`src/rtl/router_arb_pkg.sv`:
```
// Shared types and helpers for the wormhole output arbiter.
// Holds the arbiter FSM state encoding and a width helper used by its index ports.
package router_arb_pkg;

    typedef enum logic [0:0] {
        IDLE   = 1'b0,
        LOCKED = 1'b1
    } arb_state_e;

    // Index width that never collapses to zero bits for tiny port counts.
    function automatic int clog2_min1(input int value);
        return (value <= 2) ? 1 : $clog2(value);
    endfunction

endpackage

```
`src/rtl/rr_priority_picker.sv`:
```
// Rotating-priority search: the first set request at or above ptr, wrapping around.
// Purely combinational; returns a one-hot grant, its index and a valid flag.
module rr_priority_picker
    import router_arb_pkg::*;
#(
    parameter int NUM_INPUTS = 5,
    parameter int IW         = clog2_min1(NUM_INPUTS)
) (
    input  logic [NUM_INPUTS-1:0] req_vec,
    input  logic [IW-1:0]         ptr,
    output logic [NUM_INPUTS-1:0] grant_onehot,
    output logic [IW-1:0]         grant_index,
    output logic                  grant_valid
);

    logic [IW-1:0] idx;

    // NOTE: every output gets a default before the search so no path leaves one unassigned (no latch).
    always_comb begin
        grant_onehot = '0;
        grant_index  = '0;
        grant_valid  = 1'b0;
        idx          = '0;
        for (int k = 0; k < NUM_INPUTS; k++) begin
            idx = IW'((int'(ptr) + k) % NUM_INPUTS);
            if (!grant_valid && req_vec[idx]) begin
                grant_valid       = 1'b1;
                grant_onehot[idx] = 1'b1;
                grant_index       = idx;
            end
        end
    end

endmodule

```
`src/rtl/wormhole_output_arbiter.sv`:
```
// Wormhole output-port arbiter: round-robin packet grants, lock until tail, credit flow control.
// Optional turn masking is enabled by defining ROUTER_ARB_TURN_MASK_EN.
module wormhole_output_arbiter
    import router_arb_pkg::*;
#(
    parameter  int NUM_INPUTS        = 5,
    parameter  int FLIT_BUFFER_DEPTH = 2,
    localparam int CW                = $clog2(FLIT_BUFFER_DEPTH + 1),
    localparam int IW                = clog2_min1(NUM_INPUTS)
) (
    input  logic                  clk_noc,
    input  logic                  rst_noc_sync,
    input  logic [NUM_INPUTS-1:0] req,
    input  logic [NUM_INPUTS-1:0] req_is_tail,
    input  logic [NUM_INPUTS-1:0] disable_mask,
    input  logic                  credit_in,
    output logic [NUM_INPUTS-1:0] grant,
    output logic                  send_out,
    output logic                  locked,
    output logic [IW-1:0]         lock_owner,
    output logic [CW-1:0]         credit_count,
    output logic                  credit_overflow
);

    arb_state_e            state_q, state_d;
    logic [IW-1:0]         rr_ptr_q, rr_ptr_d;
    logic [IW-1:0]         lock_owner_q, lock_owner_d;
    logic [CW-1:0]         credit_q, credit_d;
    logic                  overflow_q, overflow_d;

    logic [NUM_INPUTS-1:0] eff_mask;
    logic [NUM_INPUTS-1:0] pick_grant;
    logic [IW-1:0]         pick_index;
    logic                  pick_valid;
    logic [NUM_INPUTS-1:0] grant_c;
    logic [IW-1:0]         sel_idx;
    logic                  send_c;

`ifdef ROUTER_ARB_TURN_MASK_EN
    assign eff_mask = disable_mask;
`else
    logic unused_disable_mask;
    assign unused_disable_mask = ^disable_mask;
    assign eff_mask            = '0;
`endif

    rr_priority_picker #(
        .NUM_INPUTS (NUM_INPUTS),
        .IW         (IW)
    ) u_picker (
        .req_vec      (req & ~eff_mask),
        .ptr          (rr_ptr_q),
        .grant_onehot (pick_grant),
        .grant_index  (pick_index),
        .grant_valid  (pick_valid)
    );

    always_comb begin
        state_d      = state_q;
        rr_ptr_d     = rr_ptr_q;
        lock_owner_d = lock_owner_q;
        credit_d     = credit_q;
        overflow_d   = overflow_q;
        grant_c      = '0;
        sel_idx      = (state_q == LOCKED) ? lock_owner_q : pick_index;

        // Only the registered count gates a grant; a credit arriving now is usable next cycle.
        if (!rst_noc_sync && credit_q != '0) begin
            if (state_q == IDLE) begin
                if (pick_valid) grant_c = pick_grant;
            end else if (req[lock_owner_q]) begin
                grant_c[lock_owner_q] = 1'b1;
            end
        end
        send_c = |grant_c;

        if (send_c) begin
            if (req_is_tail[sel_idx]) begin
                state_d  = IDLE;
                rr_ptr_d = (sel_idx == IW'(NUM_INPUTS - 1)) ? '0 : sel_idx + IW'(1);
            end else begin
                state_d      = LOCKED;
                lock_owner_d = sel_idx;
            end
        end

        case ({send_c, credit_in})
            2'b10: credit_d = credit_q - CW'(1);
            2'b01: begin
                if (credit_q == CW'(FLIT_BUFFER_DEPTH)) overflow_d = 1'b1;
                else                                    credit_d   = credit_q + CW'(1);
            end
            default: credit_d = credit_q;
        endcase
    end

    // NOTE: state registers use non-blocking assignments so every flop samples pre-edge values.
    always_ff @(posedge clk_noc) begin
        if (rst_noc_sync) begin
            state_q      <= IDLE;
            rr_ptr_q     <= '0;
            lock_owner_q <= '0;
            credit_q     <= CW'(FLIT_BUFFER_DEPTH);
            overflow_q   <= 1'b0;
        end else begin
            state_q      <= state_d;
            rr_ptr_q     <= rr_ptr_d;
            lock_owner_q <= lock_owner_d;
            credit_q     <= credit_d;
            overflow_q   <= overflow_d;
        end
    end

    assign grant           = grant_c;
    assign send_out        = send_c;
    assign locked          = (state_q == LOCKED);
    assign lock_owner      = lock_owner_q;
    assign credit_count    = credit_q;
    assign credit_overflow = overflow_q;

endmodule

```
`config.mk`:
```
export PLATFORM = sky130hd
export DESIGN_NAME = wormhole_output_arbiter
export DESIGN_NICKNAME = d
export VERILOG_FILES = /design/src/rtl/router_arb_pkg.sv /design/src/rtl/rr_priority_picker.sv /design/src/rtl/wormhole_output_arbiter.sv
export SDC_FILE = /design/constraint.sdc
export NUM_CORES = 1
export LEC_CHECK = 0
export CAP_MARGIN = 20
export CORE_UTILIZATION = 63
export DETAILED_ROUTE_END_ITERATION = 10
export GPL_TIMING_DRIVEN = 1
export PLACE_DENSITY = 0.95
export REMOVE_ABC_BUFFERS = 1
export SETUP_SLACK_MARGIN = 0.2
export SYNTH_ARGS = -nofsm -noshare
export SYNTH_HDL_FRONTEND = slang
export SYNTH_SLANG_ARGS = --single-unit
```
`constraint.sdc`:
```
create_clock -name clk_noc -period 10.8 [get_ports clk_noc]
set_input_delay 3.24 -clock clk_noc [delete_from_list [all_inputs] [get_ports clk_noc]]
set_output_delay 3.24 -clock clk_noc [all_outputs]
set_load 0.01 [all_outputs]
```
# After elaboration in Yosys (flattened, before gate mapping)
# Index checks and enable logic that the tools add are counted.
[word_totals]
ff_bits = 10
in_bits = 18
out_inout_bits = 13
[op_classes]
add_sub_neg = 7
n_div = 5
magnitude_cmp = 13
n_eq_ne = 5
n_mux = 50
bitwise = 5
reduce_logical = 23
[op_table]
columns = ["op", "count"]
rows = [
  ["32-bit by 4-bit modulo with 32-bit output (second input constant)", 4],
  ["5-bit two-way mux", 9],
  ["4-bit by 4-bit modulo with 32-bit output (second input constant)", 1],
  ["3-bit by 4-bit less-than comparator with 1-bit output (second input constant)", 7],
  ["1-bit binary-select mux with 3-bit select", 7],
  ["3-bit two-way mux", 7],
  ["5-bit bitwise OR", 4],
  ["1-bit two-way mux", 19],
  ["1-bit demux with 3-bit select", 6],
  ["3-bit by 1-bit greater-or-equal comparator with 1-bit output (second input constant)", 6],
  ["1-bit logical AND", 11],
  ["3-bit by 2-bit adder with 4-bit output (second input constant)", 2],
  ["2-bit AND reduction", 4],
  ["1-bit zero test", 5],
  ["5-bit OR reduction", 1],
  ["3-bit by 1-bit adder with 4-bit output (second input constant)", 1],
  ["3-bit by 3-bit adder with 4-bit output (second input constant)", 1],
  ["2-bit equality test (second input constant)", 2],
  ["2-bit one-hot mux with 2 select lines", 1],
  ["2-bit nonzero test", 2],
  ["3-bit by 1-bit adder with 3-bit output (second input constant)", 1],
  ["3-bit equality test (second input constant)", 1],
  ["2-bit by 1-bit adder with 2-bit output (second input constant)", 1],
  ["2-bit by 1-bit equality test with 1-bit output (second input constant)", 1],
  ["4 further kinds", 4],
]

# Logic depth before layout (Yosys ltp)
[logic_depth]
depth_word = 23
mapped_depth = 27
mapped_depth_nobuf = 24

# By module
# A second synthesis with hierarchy kept.
[hier_totals]
cells_unflattened = 325
area_unflattened_um2 = 2591.2
[by_module_without_submodules]
columns = ["module", "instances", "cells_per_inst", "area_each_um2"]
rows = [
  ["rr_priority_picker", 1, 242, 1825.5],
  ["wormhole_output_arbiter", 1, 83, 765.7],
]

# Worst setup path after synthesis
# OpenSTA, ideal clock, no wires.
[synth_timing]
path_type = "input-to-output"
from = "in req[2]"
to = "out send_out"
arrival_ns = 5.614
t_required_ns = 7.560
path_slack_ns = 1.946
cell_stages = 12
path_buffers = 2
cell_sequence = "clkbuf_1 -> inv_1 -> nor2_1 -> a41o_1 -> a311o_1 -> nand3_1 -> nand4bb_1 -> buf_4 -> o211a_1 -> nor4_2 -> nor2_8 -> inv_4"
[synth_between]
elab_chain_len = 19
elab_cells_between_ends = 39
classes_between = "mux: 26; bitwise: 4; reduce/logical: 9"
[synth_rtl]
columns = ["element", "line", "text"]
rows = [
  ["from (decl)", "wormhole_output_arbiter.sv:13", "input logic [NUM_INPUTS-1:0] req,"],
  ["1-bit binary-select mux with 3-bit select", "rr_priority_picker.sv:26", "if (!grant_valid && req_vec[idx]) begin"],
  ["1-bit two-way mux (implied by the code)", "rr_priority_picker.sv:26", ""],
  ["1-bit two-way mux", "rr_priority_picker.sv:26", ""],
  ["1-bit zero test", "rr_priority_picker.sv:26", ""],
  ["1-bit logical AND", "rr_priority_picker.sv:26", ""],
  ["1-bit two-way mux", "rr_priority_picker.sv:26", ""],
  ["1-bit zero test", "rr_priority_picker.sv:26", ""],
  ["1-bit logical AND", "rr_priority_picker.sv:26", ""],
  ["[... 4 more ...]", "-", ""],
  ["1-bit zero test", "rr_priority_picker.sv:26", ""],
  ["1-bit logical AND", "rr_priority_picker.sv:26", ""],
  ["5-bit two-way mux / 1-bit two-way mux (equally long branches)", "rr_priority_picker.sv:26", ""],
  ["5-bit two-way mux", "wormhole_output_arbiter.sv:70", "if (pick_valid) grant_c = pick_grant;"],
  ["5-bit two-way mux (*)", "wormhole_output_arbiter.sv:69", "if (state_q == IDLE) begin"],
  ["5-bit two-way mux (*)", "wormhole_output_arbiter.sv:68", "if (!rst_noc_sync && credit_q != '0) begin"],
  ["via grant[4]", "wormhole_output_arbiter.sv:17", "output logic [NUM_INPUTS-1:0] grant,"],
  ["5-bit OR reduction (*)", "wormhole_output_arbiter.sv:75", "send_c = |grant_c;"],
  ["to (decl)", "wormhole_output_arbiter.sv:18", "output logic send_out,"],
]
# Mark *: on every way through the listed nets, which the timed path passes. The rest lies on a longest branch. The select of a mux whose other input is x is not followed.

# Final worst setup path
[layout_timing]
from = "in req[0]"
to = "out send_out"
[layout_between]
elab_chain_len = 19
elab_cells_between_ends = 39
classes_between = "mux: 26; bitwise: 4; reduce/logical: 9"
[layout_rtl]
columns = ["element", "line"]
rows = [
  ["1-bit binary-select mux with 3-bit select", "rr_priority_picker.sv:26"],
  ["1-bit two-way mux (implied by the code)", "rr_priority_picker.sv:26"],
  ["1-bit two-way mux", "rr_priority_picker.sv:26"],
  ["1-bit zero test", "rr_priority_picker.sv:26"],
  ["1-bit logical AND", "rr_priority_picker.sv:26"],
  ["1-bit two-way mux", "rr_priority_picker.sv:26"],
  ["1-bit zero test", "rr_priority_picker.sv:26"],
  ["1-bit logical AND", "rr_priority_picker.sv:26"],
  ["[... 3 more ...]", "-"],
  ["1-bit two-way mux", "rr_priority_picker.sv:26"],
  ["1-bit zero test", "rr_priority_picker.sv:26"],
  ["1-bit logical AND", "rr_priority_picker.sv:26"],
  ["5-bit two-way mux / 1-bit two-way mux (equally long branches)", "rr_priority_picker.sv:26"],
  ["5-bit two-way mux", "wormhole_output_arbiter.sv:70"],
  ["5-bit two-way mux (*)", "wormhole_output_arbiter.sv:69"],
  ["5-bit two-way mux (*)", "wormhole_output_arbiter.sv:68"],
  ["5-bit OR reduction (*)", "wormhole_output_arbiter.sv:75"],
]
# Mark *: on every way between the ends. The rest lies on a longest branch, timed or not. The select of a mux whose other input is x is not followed.

==> results.yml <==
floorplan:
  die_width_um: 67.7
  core_um2: 4060
  fp.dieH_um: 67.7
  design.die.area_um2: 4580
  ios: 31
  start_util_pct: 66.9
  rows: 23
power:
  power.leakage_nw: 1.23
  powerDensity_nw_per_um2: 384
  vdd_drop_max_mv: 0.274
global_route:
  overflow: 0
  grt_pass1_vias: 2719
  grt_antenna_before_repair: 0
  grt_pass1_wl_mm: 11.6
  grt.total_usage_pct: 32.6
  grt_max_degree: 27
timing:
  min_period_over_period_pct: 93.3
  period_needed_ns: 10.08
  rsz0062_at_grt: "no"
  skew_ns: 0.000873
  finalHoldViolCount: 0
  slew-limit-headroom_pct: 49.4
  fin_setup_tns_ns: 0
  fmax_ghz: 0.0992
  setup_viol: 0
  worst_pin_slew_ns: 0.752
  slew_violations: 0
yosys:
  syn_avg_cell_area_um2: 7.15
  yosys_warnings: 0
  async_reset_ff_share_pct: 0
  synth.distinct_cells: 80
  ys.flop_type: "dfxtp_1"
  syn_area_um2: 2720
  seq_area_frac_synth_pct: 7.37
  yosys.area.top_type: "ha_1"
  synth_edf_count: 0
  syn-instance-count: 380
  synth.area.top_cells: "ha_1 (11%), dfxtp_1 (7.4%), a21oi_1 (4.8%)"
  synth_seq_cells: 10
  yosys.area.top_type_share_pct: 10.6
critical_path:
  worst-path-max-fanout: 10
  critical_path.cell_chain: "clkdlybuf4s50_1 -> inv_1 -> mux2_1 -> o22a_1 -> o211ai_1 -> nor4_1 -> o31a_1 -> or4_4 -> nor2_8 -> inv_4 -> clkdlybuf4s50_1"
  worst_ep_required_time_ns: 7.56
  slowest_stage: "o211ai_1"
  worstReg2RegStart: "rr_ptr_q[2]$_SDFFE_PP0P_"
  worst-path-buf-inv: 4
  cp_slowest_stage_delay_ns: 0.62
  arrival_ns: 6.84
  worstSetupEndpoint: "send_out"
  reg2reg_slack_ns: 4.72
  r2r_end: "credit_count[0]$_SDFFE_PP0P_"
  critPathLaunch: "req[0]"
  path_delay_family: "buffers and inverters"
  end_kind: "primary output"
  cp-start-kind: "input port"
  path_class: "in2out"
  cpMostUsedCell: "clkdlybuf4s50_1"
  ff2ff_path_depth: 17
  worst-path-stages: 11
cells_and_area:
  final_common_cell: "nand2_1"
  n_antenna_cell: 0
  fin_nets: 436
  final_cell_mix: "nand2_1 (31), nor2_1 (27), a21oi_1 (26)"
  fin_util_pct: 74.1
  drive_gt1_share_pct: 7.38
  area_delta_synth_final_pct: 10.7
clocking:
  htreeDepth: 1
  postCtsSetupBuffers: 0
  cts-root-buf: "clkbuf_8"
  clock-sinks: 10
  tritoncts: "built"
  cts-resized-gates: 0
  clkSlewWorstSetupHoldPaths_ns: 0.05
  cts_buffers: 3
  hold_buffers: 0
  clock_latency_ns: 0.24
  cts_buffer_depth: 2
detailed_routing:
  wl_met1_mm: 3.14
  drtAntennaViolNets: 0
  wirelength_mm: 7.55
  firstDrtPassIters: 5
  dr_wl_met3_um: 525
  wl_per_cell_um: 17.0
  drt-initial-drc-count: 238
  dr_total_vias: 3147
  wl_met2_mm: 3.62
  drc: 0
  top_layer_used: "met4"
  viasPerCell: 7.10
run_status:
  status: "completed"
place:
  dp_hpwl_mm: 5.69
  routabilityCongestion: 0.963
  io_buffers: 25
job:
  maxCapViolations: 0
worst_hold_path:
  min_from: "credit_overflow$_SDFFE_PP0P_"
  worstHoldPathType: "reg2reg"
-- flip-flops by register name, indices dropped and copies added (netlist names) --
register and cells:
lock_owner 3, rr_ptr_q 3, credit_count 2, credit_overflow 1, locked 1
-- cell type report --
type	instances	area (um^2)
Sequential cell	10	200
Timing Repair Buffer	30	288
Tap cell	50	62.6
Fill cell	317	1050
Multi-Input combinational cell	330	2340
Clock buffer	3	41.3
Inverter	20	77.6
-- synth_stat cells (4+ instances only) --
library cell,count
a211oi_1,10
a21oi_1,26
a31oi_1,9
and2_1,9
and3_1,8
buf_2,5
clkbuf_1,11
dfxtp_1,10
ha_1,23
inv_1,15
inv_2,4
mux2i_1,11
nand2_1,31
nand2b_1,8
nand3_1,10
nand3b_1,5
nand4_1,4
nor2_1,27
nor2b_1,9
nor3_1,8
nor4_1,6
o211a_1,4
o211ai_1,7
o21ai_0,14
o21ai_1,5
o221ai_1,4
o22ai_1,5
o31a_1,4
o31ai_1,4
xnor2_1,9
-- how the worst min path moves through the flow --
stage                     depth (start not counted)                            to
after floorplan                                   2  credit_overflow$_SDFFE_PP0P_
after global placement                            2  credit_overflow$_SDFFE_PP0P_
after detailed placement                          2  credit_overflow$_SDFFE_PP0P_
after CTS                                         2  credit_overflow$_SDFFE_PP0P_
after global routing                              2  credit_overflow$_SDFFE_PP0P_
final                                             2  credit_overflow$_SDFFE_PP0P_
-- worst min-delay path: stages (launching register included) --
cell,delay [ns]
dfxtp_1,0.34
a41oi_1,0.06
nor2_1,0.08
-- cells by family after synthesis --
group / Yosys count / share of synthesized area (%)
flip-flops: 10 / 7.37
buffers and inverters: 40 / 6.54
XOR/XNOR: 11 / 3.82
AND/OR/NAND/NOR: 143 / 29.1
AO/OA/AOI/OAI: 139 / 37.3
multiplexers: 14 / 5.30
adder cells (fa/ha/maj): 23 / 10.6
-- per-stage QoR --
stage	cell area [um^2]	cells	hold slack (ns)	setup slack, ns	power, mW
final	3010	443	0.513	0.720	1.15
after global routing	3010	443	0.551	0.545	1.25
after CTS	3010	443	0.530	0.764	1.13
after detailed placement	2970	440	0.514	0.763	1.09
after global placement	2970	440	0.462	0.794	1.05
after floorplan	2620	360	0.511	2.00	0.852
-- where the power goes --
part           leakage, nW  internal, mW  switching, mW
Combinational         1.13         0.423          0.613
Sequential          0.0824        0.0538         0.0258
Clock               0.0216        0.0244         0.0143
-- metal layers --
layer	GRT usage, %	vias to the layer above
li1	-	1491
met1	39.1	1460
met2	58.2	159
met3	2.53	37
met4	14.9	0
met5	0	-
(Power assumes the default switching activity.)
